$ cat src/rtl/des_pipe_pkg.sv
// Shared widths and word-lane ordering for the DES output serializer.
// Words leave a 64-bit block low half first, matching the engine's packing.
package des_pipe_pkg;

    localparam int BLK_W         = 64;
    localparam int WORD_W        = 16;
    localparam int WORDS_PER_BLK = 4;
    localparam int IDX_W         = 2;

    function automatic logic [WORD_W-1:0] word_lane(
        input logic [BLK_W-1:0] blk,
        input logic [IDX_W-1:0] idx
    );
        logic [WORD_W-1:0] w;
        w = '0;
        unique case (idx)
            2'd0: w = blk[15:0];
            2'd1: w = blk[31:16];
            2'd2: w = blk[47:32];
            2'd3: w = blk[63:48];
        endcase
        return w;
    endfunction

endpackage

$ cat src/rtl/des_pipe_serializer_if.sv
// Block-in / word-out bundle between the DES engine, the pipe endpoint
// and the serializer.
interface des_pipe_serializer_if
    import des_pipe_pkg::*;
#(
    parameter int DEPTH = 4
);
    localparam int LW = $clog2(DEPTH) + 1;

    logic [BLK_W-1:0]  blk_data;
    logic              blk_valid;
    logic              blk_ready;
    logic              pipe_read;
    logic [WORD_W-1:0] pipe_data;
    logic              frame_clear;
    logic              frame_done;
    logic              underflow;
    logic [LW-1:0]     level;

    modport master (
        output blk_data, blk_valid, pipe_read, frame_clear,
        input  blk_ready, pipe_data, frame_done, underflow, level
    );

    modport slave (
        input  blk_data, blk_valid, pipe_read, frame_clear,
        output blk_ready, pipe_data, frame_done, underflow, level
    );

endinterface

$ cat src/rtl/des_block_fifo.sv
// DEPTH x 64-bit block store with wrapping pointers and synchronous flush.
// Push into full or pop from empty is ignored, so level stays in range.
module des_block_fifo
    import des_pipe_pkg::*;
#(
    parameter  int DEPTH = 4,
    localparam int AW    = $clog2(DEPTH),
    localparam int LW    = AW + 1
) (
    input  logic             clk,
    input  logic             rst,
    input  logic             flush,
    input  logic             push,
    input  logic             pop,
    input  logic [BLK_W-1:0] din,
    output logic [BLK_W-1:0] head,
    output logic [LW-1:0]    level,
    output logic             full,
    output logic             empty
);

    logic [BLK_W-1:0] mem [DEPTH];
    logic [AW-1:0]    wr_ptr;
    logic [AW-1:0]    rd_ptr;
    logic [LW-1:0]    count;
    logic             do_push;
    logic             do_pop;

    assign full    = (count == LW'(DEPTH));
    assign empty   = (count == '0);
    assign do_push = push & ~full & ~flush;
    assign do_pop  = pop & ~empty & ~flush;

    always_ff @(posedge clk or posedge rst) begin
        if (rst) begin
            wr_ptr <= '0;
            rd_ptr <= '0;
            count  <= '0;
        end else if (flush) begin
            wr_ptr <= '0;
            rd_ptr <= '0;
            count  <= '0;
        end else begin
            if (do_push) wr_ptr <= wr_ptr + 1'b1;
            if (do_pop)  rd_ptr <= rd_ptr + 1'b1;
            if (do_push && !do_pop)
                count <= count + 1'b1;
            else if (do_pop && !do_push)
                count <= count - 1'b1;
        end
    end

    // Storage needs no reset: head is never observed while empty.
    always_ff @(posedge clk) begin
        if (do_push) mem[wr_ptr] <= din;
    end

    assign head  = mem[rd_ptr];
    assign level = count;

endmodule

$ cat src/rtl/des_pipe_serializer.sv
// Serializes buffered 64-bit DES result blocks into 16-bit pipe words,
// counting retired blocks into frames for the host trigger logic.
module des_pipe_serializer
    import des_pipe_pkg::*;
#(
    parameter int DEPTH        = 4,
    parameter int FRAME_BLOCKS = 256
) (
    input logic                   ti_clk,
    input logic                   reset,
    des_pipe_serializer_if.slave  bus
);

    localparam int LW = $clog2(DEPTH) + 1;
    localparam int CW = $clog2(FRAME_BLOCKS + 1);

    logic             en_q;
    logic [IDX_W-1:0] widx;
    logic [CW-1:0]    blk_cnt;
    logic             done_q;
    logic             uflow_q;
    logic [BLK_W-1:0] head;
    logic [LW-1:0]    lvl;
    logic             full;
    logic             empty;
    logic             push;
    logic             rd_ok;
    logic             retire;
    logic             pop;

    assign push   = bus.blk_valid & bus.blk_ready & ~bus.frame_clear;
    assign rd_ok  = bus.pipe_read & ~empty;
    assign retire = rd_ok & (widx == IDX_W'(WORDS_PER_BLK - 1));
    assign pop    = retire & ~bus.frame_clear;

    des_block_fifo #(
        .DEPTH (DEPTH)
    ) u_fifo (
        .clk   (ti_clk),
        .rst   (reset),
        .flush (bus.frame_clear),
        .push  (push),
        .pop   (pop),
        .din   (bus.blk_data),
        .head  (head),
        .level (lvl),
        .full  (full),
        .empty (empty)
    );

    always_ff @(posedge ti_clk or posedge reset) begin
        if (reset) begin
            en_q    <= 1'b0;
            widx    <= '0;
            blk_cnt <= '0;
            done_q  <= 1'b0;
            uflow_q <= 1'b0;
        end else begin
            en_q   <= 1'b1;
            done_q <= 1'b0;
            if (bus.frame_clear) begin
                widx    <= '0;
                blk_cnt <= '0;
                uflow_q <= 1'b0;
            end else begin
                if (rd_ok)
                    widx <= widx + 1'b1;
                if (bus.pipe_read && empty)
                    uflow_q <= 1'b1;
                if (retire) begin
                    if (blk_cnt == CW'(FRAME_BLOCKS - 1)) begin
                        blk_cnt <= '0;
                        done_q  <= 1'b1;
                    end else begin
                        blk_cnt <= blk_cnt + 1'b1;
                    end
                end
            end
        end
    end

    // Ready comes only from registers so the engine sees no input path.
    assign bus.blk_ready  = en_q & ~full;
    assign bus.pipe_data  = empty ? '0 : word_lane(head, widx);
    assign bus.level      = lvl;
    assign bus.frame_done = done_q;
    assign bus.underflow  = uflow_q;

endmodule

$ cat src/flat_wrapper.sv
// flat-port wrapper written by rule: the top's interface ports become plain ports
module des_pipe_serializer_flat import des_pipe_pkg::*;
#(
    parameter int DEPTH        = 4,
    parameter int FRAME_BLOCKS = 256
)
  (ti_clk, reset, bus_blk_data, bus_blk_valid, bus_pipe_read, bus_frame_clear, bus_blk_ready, bus_pipe_data, bus_frame_done, bus_underflow, bus_level);
  des_pipe_serializer_if #(.DEPTH(DEPTH)) bus_i ();
  input logic ti_clk;
  input logic reset;
  input wire logic [$bits(bus_i.blk_data)-1:0] bus_blk_data;
  input wire logic [$bits(bus_i.blk_valid)-1:0] bus_blk_valid;
  input wire logic [$bits(bus_i.pipe_read)-1:0] bus_pipe_read;
  input wire logic [$bits(bus_i.frame_clear)-1:0] bus_frame_clear;
  output wire logic [$bits(bus_i.blk_ready)-1:0] bus_blk_ready;
  output wire logic [$bits(bus_i.pipe_data)-1:0] bus_pipe_data;
  output wire logic [$bits(bus_i.frame_done)-1:0] bus_frame_done;
  output wire logic [$bits(bus_i.underflow)-1:0] bus_underflow;
  output wire logic [$bits(bus_i.level)-1:0] bus_level;
  assign bus_i.blk_data = bus_blk_data;
  assign bus_i.blk_valid = bus_blk_valid;
  assign bus_i.pipe_read = bus_pipe_read;
  assign bus_i.frame_clear = bus_frame_clear;
  assign bus_blk_ready = bus_i.blk_ready;
  assign bus_pipe_data = bus_i.pipe_data;
  assign bus_frame_done = bus_i.frame_done;
  assign bus_underflow = bus_i.underflow;
  assign bus_level = bus_i.level;
  des_pipe_serializer #(.DEPTH(DEPTH), .FRAME_BLOCKS(FRAME_BLOCKS)) u_core (.ti_clk(ti_clk), .reset(reset), .bus(bus_i));
endmodule
$ cat config.mk
export PLATFORM = sky130hd
export DESIGN_NAME = des_pipe_serializer_flat
export DESIGN_NICKNAME = d
export VERILOG_FILES = /design/src/rtl/des_pipe_pkg.sv /design/src/rtl/des_pipe_serializer_if.sv /design/src/rtl/des_block_fifo.sv /design/src/rtl/des_pipe_serializer.sv /design/src/flat_wrapper.sv
export SDC_FILE = /design/constraint.sdc
export NUM_CORES = 1
export LEC_CHECK = 0
export ABC_AREA = 1
export BUFFER_PORTS_ARGS = -buffer_cell sky130_fd_sc_hd__buf_2
export CAP_MARGIN = 20
export CORE_AREA = 2 2 172 174
export DETAILED_ROUTE_END_ITERATION = 7
export DIE_AREA = 0 0 174 176
export PLACE_DENSITY = 0.69
export RECOVER_POWER = 25
export SLEW_MARGIN = 40
export SYNTH_ARGS = -nofsm -noshare
export SYNTH_HDL_FRONTEND = slang
export SYNTH_SLANG_ARGS = --single-unit
$ cat constraint.sdc
create_clock -name ti_clk -period 4.2 [get_ports ti_clk]
set_clock_uncertainty 0.1 [all_clocks]
set_input_delay 0.42 -clock ti_clk [delete_from_list [all_inputs] [get_ports ti_clk]]
set_output_delay 0.42 -clock ti_clk [all_outputs]
set_load 0.05 [all_outputs]
# [Word level (Yosys, flattened, before mapping)]
# Memories as Yosys holds them, arrays and structs flattened.
# Index checks and enable logic that the tools add are counted.
[word_totals] out_inout_bits=22 in_bits=69 ram_bits=256 regBits=21 n_memories=1
[memory_table] name="u_core.u_fifo.mem" depth=4 width=64 read_ports=1 rd_clocked_by_memory_dff=0 write_ports=1 line_no="des_block_fifo.sv:22" rtl="logic [BLK_W-1:0] mem [DEPTH];"
[op_classes] n_addsub=6 muxes=21 eq_ne=5 n_bitwise=13 n_reduce_logical=13
[op_table] operator="16-bit one-hot mux with 4 select lines" n=1
[op_table] operator="9-bit 2-to-1 mux" n=3
[op_table] operator="16-bit 2-to-1 mux" n=1
[op_table] operator="2-bit 2-to-1 mux" n=6
[op_table] operator="1-bit AND" n=10
[op_table] operator="2-bit nonzero test" n=5
[op_table] operator="9-bit by 1-bit adder with 9-bit output, second input constant" n=1
[op_table] operator="9-bit by 8-bit equality test with 1-bit output, second input constant" n=1
[op_table] operator="3-bit 2-to-1 mux" n=3
[op_table] operator="1-bit 2-to-1 mux" n=7
[op_table] operator="2-bit by 1-bit adder with 2-bit output, second input constant" n=3
[op_table] operator="2-bit equality test, second input constant" n=2
[op_table] operator="3-bit by 1-bit adder with 3-bit output, second input constant" n=1
[op_table] operator="3-bit equality test, second input constant" n=1
[op_table] operator="1-bit logical AND" n=3
[op_table] operator="3-bit zero test" n=1
[op_table] operator="1-bit NOT" n=3
[op_table] operator="3-bit nonzero test" n=1
[op_table] operator="3-bit by 1-bit subtractor with 3-bit output, second input constant" n=1
[op_table] operator="2-bit by 1-bit equality test with 1-bit output, second input constant" n=1
[op_table] operator="1-bit zero test" n=2
[op_table] operator="2-bit zero test" n=1

# [Logic depth before layout (Yosys ltp)]
# Gate-level depths: netlist (run 1).
[logic_depth] depth_word=12 ltp_mapped=11 ltp_nobuf=11

# [Hierarchy]
# A second synthesis (run 1) with hierarchy kept.
[hier_totals] hier_cells=867 hier_area_um2=11238.3
[by_module_without_submodules] module="des_block_fifo" seq_area_each_um2=7862.5 cells_each=685 n_inst=1 area_each_um2=10009.6
[by_module_without_submodules] module="des_pipe_serializer" seq_area_each_um2=350.3 cells_each=182 n_inst=1 area_each_um2=1228.7

# [Worst setup path after synthesis (run 1)]
# No wires, ideal clock.
[synth_path] kind="register to register" startpoint="reg u_core.u_fifo.count[0] (netlist: u_core.u_fifo.level[0])" endpoint="mem u_core.u_fifo.mem[0][0] (enable)" arrival_ns=3.772 required_ns=3.613 stages_incl_launch_ff=5 slack_ns=-0.159 setup_time_ns=0.487 path_cell_list="dfrtp_1 -> nor2_2 -> nand2_1 -> nand4_2 -> nor2_1"
[synth_between] elab_chain_len=9
[synth_rtl] element="from (decl)" line_no="des_block_fifo.sv:25" rtl="logic [LW-1:0] count;"
[synth_rtl] element="from (signal assigned)" line_no="des_block_fifo.sv:47" rtl="count <= count + 1'b1;"
[synth_rtl] element="from (signal assigned)" line_no="des_block_fifo.sv:49" rtl="count <= count - 1'b1;"
[synth_rtl] element="3-bit equality test (*)" line_no="des_block_fifo.sv:29" rtl="assign full = (count == LW'(DEPTH));"
[synth_rtl] element="1-bit NOT (*)" line_no="des_block_fifo.sv:31, des_pipe_serializer.sv:83"
[synth_rtl] element="1-bit AND" line_no="des_pipe_serializer.sv:83" rtl="assign bus.blk_ready = en_q & ~full;"
[synth_rtl] element="1-bit AND (2 in series)" line_no="des_pipe_serializer.sv:31" rtl="assign push = bus.blk_valid & bus.blk_ready & ~bus.frame_clear;"
[synth_rtl] element="1-bit AND (*) (2 in series)" line_no="des_block_fifo.sv:31" rtl="assign do_push = push & ~full & ~flush;"
[synth_rtl] element="1-bit 2-to-1 mux (*)" line_no="des_block_fifo.sv:55" rtl="if (do_push) mem[wr_ptr] <= din;"
[synth_rtl] element="1-bit 2-to-1 mux (not written as such) (*)" line_no="des_block_fifo.sv:55"
[synth_rtl] element="to (decl)" line_no="des_block_fifo.sv:22"
# Every way passes the cells marked *; elsewhere a longest branch is shown, timed or not.

# [Worst setup path after layout (run 1)]
[layout_path] startpoint="reg u_core.u_fifo.rd_ptr[1]" endpoint="out bus_pipe_data[1]"
[layout_between] elab_chain_len=3
[layout_rtl] element="from (decl)" line_no="des_block_fifo.sv:24" rtl="logic [AW-1:0] rd_ptr;"
[layout_rtl] element="from (signal assigned)" line_no="des_block_fifo.sv:45" rtl="if (do_pop) rd_ptr <= rd_ptr + 1'b1;"
[layout_rtl] element="memory 4 x 64 bit"
[layout_rtl] element="16-bit one-hot mux with 4 select lines" line_no="des_pipe_pkg.sv:16" rtl="unique case (idx)"
[layout_rtl] element="16-bit 2-to-1 mux" line_no="des_pipe_serializer.sv:84" rtl="assign bus.pipe_data = empty ? '0 : word_lane(head, widx);"
[layout_rtl] element="to (decl)" line_no="flat_wrapper.sv:16" rtl="output wire logic [$bits(bus_i.pipe_data)-1:0] bus_pipe_data;"
# Every way passes these cells.

==> impl_metrics.ini, run 1 <==
[run_status]
status = complete, no violations

[critical_path]
regToRegEndpoint = u_core.u_fifo.level[2]
crit_type = flip-flop to output pin
worstSetupEndpoint = bus_pipe_data[1]
crit_family = buffers and inverters
critical_path_buf_inv_count = 3
critPathLaunchType = flip-flop
cp-startpoint = u_core.u_fifo.rd_ptr[1]
r2r_cells = 10
worstPathArrival_ns = 2.76
cp.depth = 7
worstPathRequired_ns = 3.68
cp-end-kind = output pin
cpPeakStageDelay_ns = 0.50
reg2reg_from = u_core.widx[0]
crit_chain = inv_1 > buf_4 > o21ai_0 > o221ai_1 > nand2_1 > nor2_1 > buf_2
critical-path-slowest-cell = inv_1
path_max_fanout = 21
rrSetupSlack_ns = 1.55

[grt]
grt_max_degree = 130
grt_pass1_vias = 7405
grt_pass1_wl_um = 41400
grt-ovfl-total = 0
grt_antenna_before_repair = 0
grt_use_total_pct = 17.2

[drt]
final_antenna_net_count = 0
via_per_inst = 5.12
vias = 7640
wl_per_cell_um = 17.9
wl_um = 26700
drt_iter0_drc = 807
drc = 0
dr.pass1.iters = 5

[cts]
cts_tree = yes
cts_setup_buffers = 0
cts_resized = 0
cts_buffers = 29
clk_pin_slew_worst_paths_ns = 0.06
cts_buffer_depth = 3
clkSinkCount = 277
insertion_delay_ns = 0.54
h-tree-depth = 1
cts_root_buf = clkbuf_16

[placed_design]
dp_worst_setup_slack_ns = 1.40
gp_congestion = 0.802
io_buffers = 90
placed_cell_area_mm2 = 0.0122
dp_hpwl_um = 15900
dpl.cell_count = 1399

[timing]
fin_ws_ns = 0.923
slew_violations = 0
finalCritPeriodShare_pct = 78.0
fin_setup_tns_ns = 0
timing.hold.ws_ns = 0.0843
slew_headroom_pct = 48.7
finalSetupViolations = 0
rsz0062_at_grt = no
fmax_mhz = 305
worstMarginPinSlew_ns = 0.769
period_minus_slack_ns = 3.28
hold_viol = 0

[floorplan]
die_h_um = 176
die-area_mm2 = 0.0306
die-width_um = 174
core.rowCount = 62
io_pins = 91
initial_core_util_pct = 39.8
core_mm2 = 0.0285

[power]
vdd_drop_max_mv = 0.341
p_leak_nw = 4.89
powerDensity_mw_per_mm2 = 483
total_power_mw = 6.52

[flow_run]
drv_cap = 0

[logic_synthesis]
syn-num-nets = 1044
synth_cells = 965
synth.avg_cell_area_um2 = 11.8
synth.distinct_cells = 32
yosysWarnings = 0
synthesis.area_mm2 = 0.0114
synth_enable_flop_cells = 256
postSynth.asyncResetShare_pct = 7.58
synth-main-ff-cell = edfxtp_1
ys_ff_latch = 277
synth_seq_area_share_pct = 72.3

[final_layout]
finalNetCount = 1166
stdcell_count = 1492
fin_util_pct = 47.3
fillerInstances = 2623
finalInstanceArea_mm2 = 0.0135
multi_input_area_mm2 = 0.00279
final_common_cell = edfxtp_1
antennaDiodeCount = 0
drive_gt1_share_pct = 10.8
syn2layout_area_growth_pct = 18.7
most-common-layout-cells = edfxtp_1 (256), nand2_1 (183), nor2_1 (183), o21ai_0 (84), nand3_1 (58)
regArea_mm2 = 0.00822

[worst_hold_path]
min_from = bus_blk_data[4]
worstHoldPathType = input pin to flip-flop
state kept, by name, indices dropped and copies added, names as in the netlist:
register	flops
u_core.u_fifo.mem	256
u_core.blk_cnt	9
u_core.u_fifo.level	3
u_core.u_fifo.rd_ptr	2
u_core.u_fifo.wr_ptr	2
u_core.widx	2
u_core.bus.frame_done	1
u_core.bus.underflow	1
u_core.en_q	1
how the worst min path moves through the flow:
stage	endpoint	cells past startpoint	slack (ns)
final	u_core.u_fifo.mem[0][4]	1	0.08
after global routing	u_core.bus.underflow	3	0.07
after CTS	u_core.u_fifo.mem[3][9]	1	0.0003
after detailed placement	u_core.bus.frame_done	2	0.37
after global placement	u_core.blk_cnt[8]	2	0.40
after floorplan	u_core.blk_cnt[0]	1	0.30
kinds of logic (layout without fill, tap and decap cells):
group,after synthesis,in the layout,synth area share (%)
buf+inv,83,226,3.43
simple gates,435,435,15.3
xor+xnor,6,6,0.463
fa+ha+maj,10,10,1.17
flops,277,277,72.3
compound gates,153,153,7.33
other cells,1,1,0.0330
cell type report:
cell class	instances	share of cell area, %
sequential	277	60.9
multi-input combinational	605	20.7
timing repair buffer	144	7.22
clock buffer	36	5.57
tap	384	3.56
clock inverter	16	1.21
inverter	30	0.844
what timing repair did:
item | 4_1_cts | 5_1_grt
endpoints found under the hold margin | 166 | 0
hold buffers | 41 | 0
setup endpoints to repair | 0 | 0
synth_stat cells, types with 5 or more instances:
master / count / share of area, %
edfxtp_1: 256 / 68
nor2_1: 187 / 6.2
nand2_1: 183 / 6.0
o21ai_0: 84 / 3.7
nand3_1: 58 / 2.6
o21ai_1: 40 / 1.8
inv_1: 27 / 0.89
buf_2: 21 / 0.93
clkbuf_1: 21 / 0.69
dfrtp_1: 21 / 4.6
o221ai_1: 15 / 1.2
ha_1: 9 / 0.99
a21oi_1: 7 / 0.31
buf_6: 5 / 0.50
where the power goes:
| group | total [mW] | switching, mW | internal, mW |
|---|---|---|---|
| Clock | 2.48 | 1.02 | 1.45 |
| Combinational | 0.940 | 0.707 | 0.233 |
| Sequential | 3.10 | 0.0257 | 3.08 |
| Total | 6.52 | 1.76 | 4.76 |
worst register-to-register path: cells and delay by family (launching register included):
| kind | cells | cell delay (ns) |
|---|---|---|
| DFF | 1 | 0.37 |
| AOI/OAI and AO/OA | 1 | 0.13 |
| xor gates and xnor gates | 1 | 0.18 |
| and+or+nand+nor | 5 | 0.53 |
| adders and majority gates | 2 | 1.06 |
| buffers and inverters | 1 | 0.16 |
routing by layer:
layer  vias to the layer above  part of all wire (%)  global-route usage, %
li1                       3605                     -                      -
met1                      3729                    45                   23.8
met2                       267                    47                   28.2
met3                        39                   5.9                   2.76
met4                         0                   2.8                   5.46
met5                         -                     0                      0
No activity file was read; power rests on OpenSTA's default activity.
==> inputs of run 2 (changes only) <==
--- a/config.mk
+++ b/config.mk
@@ -5,12 +5,12 @@
 export SDC_FILE = /design/constraint.sdc
 export NUM_CORES = 1
 export LEC_CHECK = 0
-export ABC_AREA = 1
+export ABC_AREA = 0
 export BUFFER_PORTS_ARGS = -buffer_cell sky130_fd_sc_hd__buf_2
 export CAP_MARGIN = 20
-export CORE_AREA = 2 2 172 174
+export CORE_AREA = 2 2 170 172
 export DETAILED_ROUTE_END_ITERATION = 7
-export DIE_AREA = 0 0 174 176
+export DIE_AREA = 0 0 172 174
 export PLACE_DENSITY = 0.69
 export RECOVER_POWER = 25
 export SLEW_MARGIN = 40
==> constraint.sdc (replaced) <==
create_clock -name ti_clk -period 2.7 [get_ports ti_clk]
set_clock_uncertainty 0.1 [all_clocks]
set_input_delay 0.27 -clock ti_clk [delete_from_list [all_inputs] [get_ports ti_clk]]
set_output_delay 0.27 -clock ti_clk [all_outputs]
set_load 0.05 [all_outputs]
==> run 2 against run 1 <==
First-iteration DRC count down 33%; total power up 40%; global-route usage down 0.44 points; combinational power down 8.9%; sequential power up 54%; critical path depth unchanged; largest cell class unchanged.
==> impl_metrics.ini, run 2 <==
[final_layout]
syn2layout_area_growth_pct = 27.1
finalInstanceArea_mm2 = 0.0141
top_register = u_core.u_fifo.mem
largest_reg_flops = 256
drive_gt1_share_pct = 24.4
most-common-layout-cells = edfxtp_1 (256), mux2i_1 (74), dlygate4sd3_1 (66), clkbuf_1 (42), buf_2 (37)
finalNetCount = 932
final_common_cell = edfxtp_1

[cts]
cts_buffer_depth = 3
cts_tree = yes
cts_root_buf = clkbuf_16
clkSinkCount = 277
clk_pin_slew_worst_paths_ns = 0.06
cts_buffers = 27
insertion_delay_ns = 0.53
h-tree-depth = 1

[worst_hold_path]
worstHoldPathType = input pin to flip-flop
hold_path_end = u_core.blk_cnt[6]
min_from = bus_frame_clear
holdPathStages = 2

[logic_synthesis]
synth_most_common_cell = edfxtp_1
synth_seq_area_share_pct = 74.2
synth_area_leader_cell = edfxtp_1
syn-num-nets = 731
synth_cells = 652
yosys-top-cells-area = edfxtp_1 (69%), mux2i_1 (6.7%), dfrtp_1 (4.7%)
ys_ff_latch = 277
synth.avg_cell_area_um2 = 17.0
synth_top_area_share_pct = 69.5
netlist_top_cells_count = edfxtp_1 (256), mux2i_1 (74), a21oi_1 (35)
synth-main-ff-cell = edfxtp_1
yosysWarnings = 0
synth.distinct_cells = 46
synthesis.area_mm2 = 0.0111
synth_enable_flop_cells = 256
postSynth.asyncResetShare_pct = 7.58

[critical_path]
regToRegEndpoint = u_core.u_fifo.level[2]
cp-startpoint = u_core.u_fifo.rd_ptr[1]
rrSetupSlack_ns = 0.35
path_max_fanout = 8
critPathLaunchType = flip-flop
r2r_cells = 8
critical-path-slowest-cell = dfrtp_4
cpPeakStageDelay_ns = 0.57
cp-end-kind = output pin
worstPathArrival_ns = 2.28
crit_chain = buf_12 > clkbuf_4 > buf_4 > mux4_2 > o21ai_2 > a21oi_2 > buf_6
reg2reg_from = u_core.widx[1]
worstPathRequired_ns = 2.33
crit_type = flip-flop to output pin

[drt]
wl_per_cell_um = 20.4
drc = 0
via_per_inst = 5.13
drt_iter0_drc = 537
wl_um = 25700
final_antenna_net_count = 0
dr.pass1.iters = 5
vias = 6459

[timing]
rsz0062_at_grt = yes
worstMarginPinSlew_ns = 0.581
fmax_mhz = 377
slew_headroom_pct = 61.2
finalSetupViolations = 0
finalCritPeriodShare_pct = 98.1
hold_viol = 0
period_minus_slack_ns = 2.65
slew_violations = 0

[floorplan]
core.rowCount = 62
initial_core_util_pct = 39.2
io_pins = 91
die-width_um = 172
die_h_um = 174
core_mm2 = 0.0282
die-area_mm2 = 0.0299

[power]
powerDensity_mw_per_mm2 = 648
p_int_mw = 7.00
p_leak_nw = 4.56
total_power_mw = 9.11
p_switching_mw = 2.12
power_frac_clock_pct = 38.1
vdd_drop_max_mv = 0.505
comb_power_share_pct = 9.4
p_seq_share_pct = 52.5
p_sw_share_pct = 23.2

[flow_run]
drv_cap = 0

[grt]
grt_pass1_vias = 6570
grt_max_degree = 65
grt_use_total_pct = 16.8
grt_pass1_wl_um = 37900
grt_antenna_before_repair = 2
grt-ovfl-total = 0

[run_status]
status = complete, no violations

[placed_design]
gp_congestion = 0.751
placed_cell_area_mm2 = 0.0121
dp_hpwl_um = 14300
io_buffers = 90
-- run 2: cell count changes in the layout (fill, tap and decap cells not counted), sizes merged, moves of 6 or more --
cell         previous run  this run
a211oi                  0        15
o21ai                 124        52
nand2                 184        18
a21oi                   7        35
mux2i                   0        74
mux4                    0        19
clkinv                 10        16
o221ai                 15         0
nor2                  188        29
buf                    66        99
dlygate4sd3            41        66
inv                    31        11
nand3                  59        19
o22ai                   4        15
-- run 2: power groups by stage --
stage / logic (mW) / registers, mW / clock network, mW
final: 0.856 / 4.78 / 3.48
after global routing: 0.912 / 4.78 / 3.71
after CTS: 0.825 / 4.78 / 3.54
after detailed placement: 0.671 / 4.87 / 0
after global placement: 0.659 / 4.87 / 0
after floorplan: 0.383 / 4.89 / 0
-- run 2: cell families (layout without fill, tap and decap cells) --
kind of cell | count (synthesis) | in the layout | share of synthesized area (%)
buffers and inverters | 43 | 265 | 1.99
other | 1 | 2 | 0.0339
adders and majority gates | 10 | 10 | 1.20
xor gates and xnor gates | 8 | 8 | 0.701
and+or+nand+nor | 90 | 90 | 3.99
DFF | 277 | 277 | 74.2
muxes | 96 | 96 | 10.9
AOI/OAI and AO/OA | 127 | 127 | 6.97
-- run 2: area by class of cell --
class,count,area [um^2]
Multi-Input combinational cell,332,2790
Fill cell,2402,14200
Sequential cell,277,8220
Inverter,10,37.5
Tap cell,384,480
Clock inverter,19,124
Antenna cell,1,2.50
Timing Repair Buffer,205,1710
Clock buffer,31,691
-- run 2: worst max-delay path by stage --
stage	end	cells after the start	slack (ns)
final	bus_pipe_data[12]	7	0.05
after global routing	bus_pipe_data[14]	6	-0.04
after CTS	bus_pipe_data[9]	7	-0.004
after detailed placement	bus_pipe_data[8]	5	0.24
after global placement	bus_pipe_data[8]	5	0.27
after floorplan	u_core.u_fifo.mem[0][0]	3	0.15
-- run 2: what timing repair did --
| item | in CTS | in global routing |
|---|---|---|
| endpoints found under the setup margin | 16 | 15 |
| gates resized for setup | 37 | 61 |
| hold endpoints to repair | 279 | 0 |
| setup buffers | 8 | 9 |
| gates cloned | 2 | 2 |
| hold buffers | 66 | 0 |
| pin swaps | 2 | 11 |
-- run 2: metal layers --
layer	track usage, %	vias up	part of all wire, %
met5	0	-	0.051
met4	3.96	2	1.7
met3	3.21	34	6.2
met2	29.0	214	50
met1	21.9	3244	42
li1	-	2965	-
-- run 2: worst max-delay path, delay by kind of cell (launching register included) --
kind / cells / cell delay [ns]
flip-flops: 1 / 0.57
buffers and inverters: 4 / 0.63
AO/OA/AOI/OAI: 2 / 0.25
multiplexers: 1 / 0.28
-- run 2: stage by stage --
step	std cells	setup WS (ns)	utilization [%]	hold WS (ns)	TNS [ns]
CTS	1247	-0.00356	49.0	0.0412	-0.00356
finish	1259	0.0501	49.8	0.0541	0
detailed placement	1121	0.235	42.9	0.214	0
global placement	1121	0.269	42.9	0.371	0
floorplan	652	0.150	-	0.147	0
global route	1258	-0.0388	49.8	0.0616	-0.0490
==> inputs of run 3 (changes only) <==
--- a/config.mk
+++ b/config.mk
@@ -8,10 +8,10 @@
 export ABC_AREA = 0
 export BUFFER_PORTS_ARGS = -buffer_cell sky130_fd_sc_hd__buf_2
 export CAP_MARGIN = 20
-export CORE_AREA = 2 2 170 172
+export CORE_AREA = 2 2 147 149
 export DETAILED_ROUTE_END_ITERATION = 7
-export DIE_AREA = 0 0 172 174
-export PLACE_DENSITY = 0.69
+export DIE_AREA = 0 0 149 151
+export PLACE_DENSITY = 0.85
 export RECOVER_POWER = 25
 export SLEW_MARGIN = 40
 export SYNTH_ARGS = -nofsm -noshare
==> constraint.sdc (replaced) <==
create_clock -name ti_clk -period 2.7 [get_ports ti_clk]
set_clock_uncertainty 0.1 [all_clocks]
set_input_delay 0.27 -clock ti_clk [delete_from_list [all_inputs] [get_ports ti_clk]]
set_output_delay 0.27 -clock ti_clk [all_outputs]
set_load 0.005 [all_outputs]
==> run 3 against run 2 <==
Count of clock-buffer cells in the layout is the same; global-route usage grew 5.0 points; total power decreased by 2.5%; via count rose by 0.57%; worst setup slack better by 0.00085 ns; worst hold slack worse by 0.0035 ns; die area is 25% lower; sequential power about the same; final cell count shrank 10%; design area is 3.7% lower; register-to-register slack got worse by 0.02 ns; highest routed layer is now met4.
==> impl_metrics.ini, run 3 (synthesis results as in run 2) <==
[critical_path]
cpPeakStageDelay_ns = 0.41
regToRegEndpoint = u_core.u_fifo.level[2]
worstSetupEndpoint = bus_pipe_data[10]
worstPathRequired_ns = 2.33
cp-startpoint = u_core.widx[0]
cp-end-kind = output pin
path_max_fanout = 15
rrSetupSlack_ns = 0.33
crit_type = flip-flop to output pin
reg2reg_from = u_core.u_fifo.level[1]
worstPathArrival_ns = 2.28
critPathLaunchType = flip-flop
critical-path-slowest-cell = dfrtp_1
r2r_cells = 6
crit_chain = ha_1 > buf_4 > nand2_1 > buf_12 > nor2_1 > a211oi_1 > a21oi_1 > buf_2

[timing]
fin_setup_tns_ns = 0
fmax_mhz = 377
worstMarginPinSlew_ns = 0.734
period_minus_slack_ns = 2.65
slew_headroom_pct = 50.8
hold_viol = 0
timing.hold.ws_ns = 0.0506
finalCritPeriodShare_pct = 98.1
slew_violations = 0
rsz0062_at_grt = no
finalSetupViolations = 0

[power]
p_leak_nw = 4.43
comb_power_share_pct = 6.6
p_switching_mw = 1.88
p_int_mw = 7.01
total_power_mw = 8.89
p_seq_share_pct = 53.8
powerDensity_mw_per_mm2 = 656
power_frac_clock_pct = 39.5
vdd_drop_max_mv = 0.577
p_sw_share_pct = 21.2

[drt]
wl_per_cell_um = 21.8
drt_iter0_drc = 654
drc = 0
wl_met1_um = 9470
dr.pass1.iters = 5
final_antenna_net_count = 0
met3_length_um = 1780
wl_um = 24600
via_per_inst = 5.76
met2_wirelength_um = 12600
vias = 6496
top_layer = met4

[cts]
clk_pin_slew_worst_paths_ns = 0.06
insertion_delay_ns = 0.52
h-tree-depth = 1
cts_root_buf = clkbuf_16
cts_buffers = 26
clkSinkCount = 277
cts_tree = yes
cts_buffer_depth = 3

[flow_run]
drv_cap = 0

[floorplan]
die_h_um = 151
core_mm2 = 0.0208
io_pins = 91
initial_core_util_pct = 53.1
die-area_mm2 = 0.0225
core.rowCount = 53
die-width_um = 149

[final_layout]
multi_input_area_mm2 = 0.00266
regArea_mm2 = 0.00822
drive_gt1_share_pct = 18.8
most-common-layout-cells = edfxtp_1 (256), mux2i_1 (74), dlygate4sd3_1 (66), buf_2 (53), clkbuf_1 (41)
fin_util_pct = 65.0
syn2layout_area_growth_pct = 22.4
antennaDiodeCount = 0
largest_reg_flops = 256
stdcell_count = 1127
final_common_cell = edfxtp_1
top_register = u_core.u_fifo.mem
fillerInstances = 1424
finalNetCount = 913

[run_status]
status = complete, no violations

[placed_design]
io_buffers = 90
gp_congestion = 0.787
dp_hpwl_um = 13800
dpl.cell_count = 1006

[grt]
grt-ovfl-total = 0
grt_pass1_wl_um = 36900
grt_pass1_vias = 6696
grt_max_degree = 65
grt_use_total_pct = 21.8
grt_antenna_before_repair = 0

[worst_hold_path]
worstHoldPathType = input pin to flip-flop
==> run 3: how the worst min path moves through the flow <==
| stage | start | to | slack (ns) | cells after the start |
|---|---|---|---|---|
| final | bus_frame_clear | u_core.u_fifo.wr_ptr[0] | 0.05 | 2 |
| after floorplan | reset | u_core.blk_cnt[0] | 0.15 | 1 |
| after CTS | bus_frame_clear | u_core.blk_cnt[6] | 0.04 | 2 |
| after global routing | bus_frame_clear | u_core.widx[0] | 0.07 | 2 |
| after global placement | reset | u_core.bus.underflow | 0.35 | 2 |
| after detailed placement | reset | u_core.bus.underflow | 0.35 | 2 |
==> run 3: power by group through the flow <==
stage | combinational, mW | clock, mW | sequential (mW)
2_1_floorplan | 0.243 | 0 | 4.87
3_3_place_gp | 0.479 | 0 | 4.87
3_5_place_dp | 0.495 | 0 | 4.88
4_1_cts | 0.582 | 3.53 | 4.78
5_1_grt | 0.638 | 3.69 | 4.79
6_report | 0.591 | 3.51 | 4.79
==> run 3: stage by stage <==
step / cell area [um^2] / setup WS (ns)
2_1_floorplan: 11100 / 0.419
3_3_place_gp: 12000 / 0.295
3_5_place_dp: 12000 / 0.289
4_1_cts: 13500 / 0.00421
5_1_grt: 13500 / 0.0000817
6_report: 13500 / 0.0510
==> run 3: metal layers <==
metal | GRT usage [%] | vias up
met5 | 0 | -
met4 | 7.76 | 0
met3 | 3.61 | 51
met2 | 37.6 | 311
met1 | 28.1 | 3220
li1 | - | 2914
==> run 3: cell type report <==
cell class | count | area share [%]
inverters | 10 | 0.277
multi-input cells | 332 | 19.6
clock buffers | 31 | 5.10
repair buffers | 187 | 10.9
flip-flops and latches | 277 | 60.7
well taps | 275 | 2.54
clock inverters | 15 | 0.878
==> run 3: what timing repair did <==
action / CTS / global route
hold endpoints to repair: 279 / 0
setup buffers: 4 / 5
hold buffers: 66 / 0
endpoints found under the setup margin: 16 / 10
gates resized for setup: 3 / 8
==> run 3: worst max-delay path, delay by kind of cell (launching register included) <==
kind,cells,cell delay [ns]
compound gates,2,0.41
fa+ha+maj,1,0.25
buf+inv,3,0.50
flops,1,0.41
simple gates,2,0.18
